==> config.mk <==
export PLATFORM = sky130hd
export DESIGN_NAME = led_sequencer
export DESIGN_NICKNAME = d
export VERILOG_FILES = /design/src/rtl/led_sequencer.sv
export SDC_FILE = /design/constraint.sdc
export NUM_CORES = 1
export LEC_CHECK = 0
export CORE_UTILIZATION = 53
export CTS_BUF_LIST = sky130_fd_sc_hd__clkbuf_16
export DETAILED_ROUTE_END_ITERATION = 6
export PLACE_DENSITY = 0.89
export SLEW_MARGIN = 20
export SYNTH_ARGS = -nofsm -noshare
export SYNTH_HDL_FRONTEND = slang
export SYNTH_SLANG_ARGS = --single-unit
==> constraint.sdc <==
create_clock -name clk -period 3.01 [get_ports clk]
set_clock_uncertainty 0.05 [all_clocks]
set_input_delay 0.4515 -clock clk [delete_from_list [all_inputs] [get_ports clk]]
set_output_delay 0.4515 -clock clk [all_outputs]
set_load 0.02 [all_outputs]
==> src/rtl/led_sequencer.sv <==
// -----------------------------------------------------------------------------
// led_sequencer
//
// Steps a colour value through the range [MIN_VAL, MAX_VAL], either one step
// per button press (manual) or one step every AUTO_DIV clocks (auto). In auto,
// a button press pauses and resumes the stepping. The sequence wraps at the
// ends of the range in the selected direction and flags each wrap.
//
// Parameters
//   WIDTH     colour bus width
//   MIN_VAL   lowest legal sequence value  (1 <= MIN_VAL <= MAX_VAL)
//   MAX_VAL   highest legal sequence value (MAX_VAL <= 2^WIDTH-1)
//   AUTO_DIV  clock cycles per automatic step (>= 1)
//
// Ports
//   clk        in   sole clock, rising edge
//   rst        in   synchronous, active-high reset
//   button     in   step request, level; rising edge is detected internally
//   dir        in   0 = ascending, 1 = descending; sampled on step edges only
//   auto_mode  in   1 = self-stepping from prescaler, 0 = manual stepping
//   colour     out  current sequence value (0 while OFF), registered
//   wrap       out  one-cycle pulse on the edge where colour wraps
//   paused     out  high while auto stepping is suspended, registered
// -----------------------------------------------------------------------------
module led_sequencer #(
    parameter int WIDTH    = 3,
    parameter int MIN_VAL  = 1,
    parameter int MAX_VAL  = 6,
    parameter int AUTO_DIV = 4
) (
    input  logic             clk,
    input  logic             rst,
    input  logic             button,
    input  logic             dir,
    input  logic             auto_mode,
    output logic [WIDTH-1:0] colour,
    output logic             wrap,
    output logic             paused
);

    localparam int PRE_W = (AUTO_DIV > 1) ? $clog2(AUTO_DIV) : 1;

    localparam logic [WIDTH-1:0] MIN_C  = WIDTH'(MIN_VAL);
    localparam logic [WIDTH-1:0] MAX_C  = WIDTH'(MAX_VAL);
    localparam logic [PRE_W-1:0] PRE_TC = PRE_W'(AUTO_DIV - 1);

    typedef enum logic [1:0] {
        S_OFF    = 2'd0,
        S_MANUAL = 2'd1,
        S_AUTO   = 2'd2,
        S_PAUSED = 2'd3
    } state_t;

    state_t           state_q;
    logic [WIDTH-1:0] colour_q;
    logic             wrap_q;
    logic             paused_q;
    logic [PRE_W-1:0] pre_q;
    logic             btn_q;

    logic             btn_edge;
    logic             pre_tc;
    logic [WIDTH-1:0] step_val_d;
    logic             step_wrap_d;

    // Next value of a single step, returned as {wrap, value}. An out-of-range
    // current value (including the 0 held while OFF) reloads the start of the
    // range for the chosen direction without flagging a wrap. With a one-value
    // range, the "at end" test matches every step, so colour stays put and
    // every step wraps.
    function automatic logic [WIDTH:0] step_fn(input logic [WIDTH-1:0] cur,
                                               input logic             down);
        logic [WIDTH:0] res;
        if ((cur < MIN_C) || (cur > MAX_C)) begin
            res = {1'b0, (down ? MAX_C : MIN_C)};
        end else if (!down) begin
            res = (cur == MAX_C) ? {1'b1, MIN_C} : {1'b0, cur + WIDTH'(1)};
        end else begin
            res = (cur == MIN_C) ? {1'b1, MAX_C} : {1'b0, cur - WIDTH'(1)};
        end
        return res;
    endfunction

    always_comb begin
        btn_edge                  = button & ~btn_q;
        pre_tc                    = (pre_q == PRE_TC);
        {step_wrap_d, step_val_d} = step_fn(colour_q, dir);
    end

    // Mode changes are tested before btn_edge in every state, so a button edge
    // arriving together with an auto_mode change is dropped.
    always_ff @(posedge clk) begin
        if (rst) begin
            state_q  <= S_OFF;
            colour_q <= '0;
            wrap_q   <= 1'b0;
            paused_q <= 1'b0;
            pre_q    <= '0;
            // Starts high so a button held through reset release is not an edge.
            btn_q    <= 1'b1;
        end else begin
            btn_q    <= button;
            wrap_q   <= 1'b0;
            paused_q <= 1'b0;

            unique case (state_q)
                S_OFF: begin
                    if (auto_mode) begin
                        // The prescaler terminal count is the first step event.
                        if (pre_tc) begin
                            colour_q <= step_val_d;
                            pre_q    <= '0;
                            state_q  <= S_AUTO;
                        end else begin
                            pre_q <= pre_q + PRE_W'(1);
                        end
                    end else begin
                        pre_q <= '0;
                        if (btn_edge) begin
                            colour_q <= step_val_d;
                            state_q  <= S_MANUAL;
                        end
                    end
                end

                S_MANUAL: begin
                    pre_q <= '0;
                    if (auto_mode) begin
                        state_q <= S_AUTO;
                    end else if (btn_edge) begin
                        colour_q <= step_val_d;
                        wrap_q   <= step_wrap_d;
                    end
                end

                S_AUTO: begin
                    if (!auto_mode) begin
                        pre_q   <= '0;
                        state_q <= S_MANUAL;
                    end else if (btn_edge) begin
                        // Freeze here; the prescaler value is kept but is
                        // restarted on resume anyway.
                        paused_q <= 1'b1;
                        state_q  <= S_PAUSED;
                    end else if (pre_tc) begin
                        colour_q <= step_val_d;
                        wrap_q   <= step_wrap_d;
                        pre_q    <= '0;
                    end else begin
                        pre_q <= pre_q + PRE_W'(1);
                    end
                end

                S_PAUSED: begin
                    if (!auto_mode) begin
                        pre_q   <= '0;
                        state_q <= S_MANUAL;
                    end else if (btn_edge) begin
                        pre_q   <= '0;
                        state_q <= S_AUTO;
                    end else begin
                        paused_q <= 1'b1;
                    end
                end

                default: begin
                    pre_q   <= '0;
                    state_q <= S_OFF;
                end
            endcase
        end
    end

    assign colour = colour_q;
    assign wrap   = wrap_q;
    assign paused = paused_q;

endmodule
==> summary.txt <==
Outcome
  – Status: completed

Synthesis
  – Syn Inst Count: 96
  – Post-synth top area share: 0.254
  – Top_reg_cell synth: dfxtp_1
  – Yosys top cell by area: dfxtp_1
  – Seq/Total Area, Yosys: 0.254
  – Most frequent cells after synthesis: 10 x dfxtp_1, 10 x ha_1, 10 x nand2_1, 10 x o21ai_0
  – Synth unique cells: 38
  – Post-synth EDFFs: 0
  – Ys async rst share: 0
  – Avg Inst Size Synth: 8.22 µm²
  – Syn. warnings: 0
  – Synth area leaders: dfxtp_1 25%, ha_1 16%, o21ai_0 6.3%
  – Syn nets: 111
  – Area of the mapped netlist: 790 µm²
  – #FFs+latches synth: 10

Run
  – Max-Cap Viols: 0

Timing
  – Final period util: 0.649
  – RSZ-0062 raised after global routing: no
  – Slew HR: 0.750
  – Hold slack: 0.424 ns
  – Worst Max-Slew Pin Slew: 0.373 ns
  – Setup violations, final: 0
  – Final Hold Fails: 0
  – Max Clock Freq: 512 MHz
  – Worst Slack Setup Final: 1.06 ns
  – Setup TNS Final: 0 ns
  – Tmin final: 1.95 ns
  – Slew Viols, Final: 0

Drt
  – Drc violations: 0
  – DRT Pass-1 Iters: 4
  – Final WL: 1.64 mm
  – Vias: 707
  – Post-DR wirelength/cell: 13.5 µm
  – Drt first-iter violations: 25
  – Drt via density: 5.84
  – Remaining antenna violation count: 0

Pwr
  – Cell-internal power: 0.472 mW
  – Psw: 0.269 mW
  – Combinational power share: 0.425
  – Reg power frac: 0.247
  – Leakage: 0.366 nW
  – Sw Share: 0.363
  – VDD IR max: 0.493 mV
  – Clock power frac: 0.329
  – PD cells: 769 mW/mm²

Setup path
  – Critical path class: reg -> reg
  – Reg2reg start: state_q[0]
  – WP data required: 3.09 ns
  – CP Max Fanout: 6
  – Max incr delay on CP: 0.39 ns
  – Critical-path cell list: inv_1 -> ha_1 -> mux2_4 -> nand2_1 -> nand4b_1 -> nor2b_1 -> a2bb2o_4
  – Worst r2r dst: colour[2]
  – Worst Reg-to-Reg Cells: 7
  – Worst EP arrival: 2.04 ns
  – Slowest cell on the critical path: dfxtp_1
  – Flop-to-flop setup slack: 1.06 ns
  – Critical path launch point type: flip-flop
  – CP Capture Type: flip-flop
  – Setup crit start: state_q[0]

Floorplan
  – Row count: 13
  – Die Area: 0.00165 mm²
  – Chip width: 40.6 µm
  – Core area: 0.00135 mm²
  – Top-Level Pins: 10
  – Die Height: 40.6 µm
  – Initial Utilization: 0.585

CTS
  – Setup bufs post-CTS: 0
  – CTS H-Tree Depth: 1
  – Worst-Skew Late Latency: 0.24 ns
  – Clk slew on worst S/H paths: 0.04 ns
  – Inserted Clock Buffers: 3
  – Sink Count: 10
  – CTS-repair resized insts: 0
  – CTS Root Cell: clkbuf_16
  – # hold bufs at CTS: 0
  – Clock Tree Buf Depth: 2
  – CTS tree: yes

Placement
  – Post-place setup slack: 0.860 ns
  – HPWL after DPL: 1.18 mm
  – IO Port Bufs: 9
  – Placed cells: 117
  – Routability cong.: 0.804

Layout
  – Multi-input logic area: 549 µm²
  – Inserted Diodes: 0
  – Share of layout cells above drive strength 1: 0.0943
  – Final #Nets: 122
  – Area delta synth->final: 22.0%
  – # fillers: 109
  – Layout Cells excl Fill: 121
  – Reg area: 200 µm²

Hold path
  – WHS Path Cells: 2
  – Min-Delay Path Class: reg -> reg
  – Hold endpoint: pre_q[1]
  – Hold path start: pre_q[1]

GRT
  – Vias in the first global route: 573
  – Grt total ovfl: 0
  – Initial antenna violation count: 0
  – Largest net degree at the start of global routing: 13
  – Gr usage total: 0.229
  – First-pass GRT wire length: 2.44 mm
-- cells by family (layout without fill, tap and decap cells) --
group / count (synthesis) / in the layout / synth area share
simple gates: 35 / 35 / 0.238
flops: 10 / 10 / 0.254
compound gates: 29 / 29 / 0.268
buf+inv: 10 / 20 / 0.0507
fa+ha+maj: 10 / 10 / 0.158
mux: 2 / 2 / 0.0317
-- state kept, by name (all words and copies together), names as in the netlist --
register  cells
state_q       2
btn_q         1
wrap          1
pre_q         2
paused        1
colour        3
-- cell usage in the layout (no fill, tap or decap), drive strengths merged, types with 3 or more instances in the layout --
cell           netlist  final
ha                  10     10
a211oi               6      6
dfxtp               10     10
o21ai               10     10
nand2               11     11
nor2                 7      7
clkbuf               2      3
clkdlybuf4s50        0      9
nand2b               3      3
inv                  7      7
-- routing by layer --
| layer | GRT usage | routed length [µm] | up-vias |
|---|---|---|---|
| met2 | 0.341 | 723 | 19 |
| met5 | 0 | 0 | - |
| met4 | 0.125 | 40 | 0 |
| li1 | - | - | 362 |
| met3 | 0.0500 | 75 | 5 |
| met1 | 0.300 | 796 | 321 |
-- cell type report --
type,count,area share
multi-input combinational,76,0.570
sequential,10,0.208
timing repair buffer,9,0.0935
clock buffer,3,0.0779
inverter,7,0.0273
tap,15,0.0195
clock inverter,1,0.00390
-- through the flow --
| step | area (µm²) | utilization | power, mW |
|---|---|---|---|
| floorplan | 790 | - | 0.429 |
| global placement | 885 | 0.655 | 0.481 |
| detailed placement | 885 | 0.655 | 0.496 |
| CTS | 963 | 0.714 | 0.741 |
| global route | 963 | 0.714 | 0.782 |
| finish | 963 | 0.714 | 0.741 |
-- worst max-delay path: cells and delay by family, from the launching register on --
kind | cells | cell delay (ns)
simple gates | 3 | 0.37
flops | 1 | 0.39
compound gates | 1 | 0.22
mux | 1 | 0.33
fa+ha+maj | 1 | 0.39
buf+inv | 1 | 0.10
-- worst max path at each step --
stage                     end  cells past startpoint
floorplan           colour[2]                      7
global placement    colour[2]                      6
detailed placement  colour[2]                      6
CTS                 colour[2]                      7
global route        colour[2]                      7
finish              colour[2]                      7
-- power groups by stage --
| stage | registers [mW] | logic, mW | clock network, mW |
|---|---|---|---|
| after global placement | 0.183 | 0.298 | 0 |
| after global routing | 0.187 | 0.346 | 0.249 |
| after detailed placement | 0.185 | 0.311 | 0 |
| final | 0.183 | 0.315 | 0.244 |
| after floorplan | 0.180 | 0.249 | 0 |
| after CTS | 0.182 | 0.313 | 0.246 |
Power figures use the tool's default switching activity.
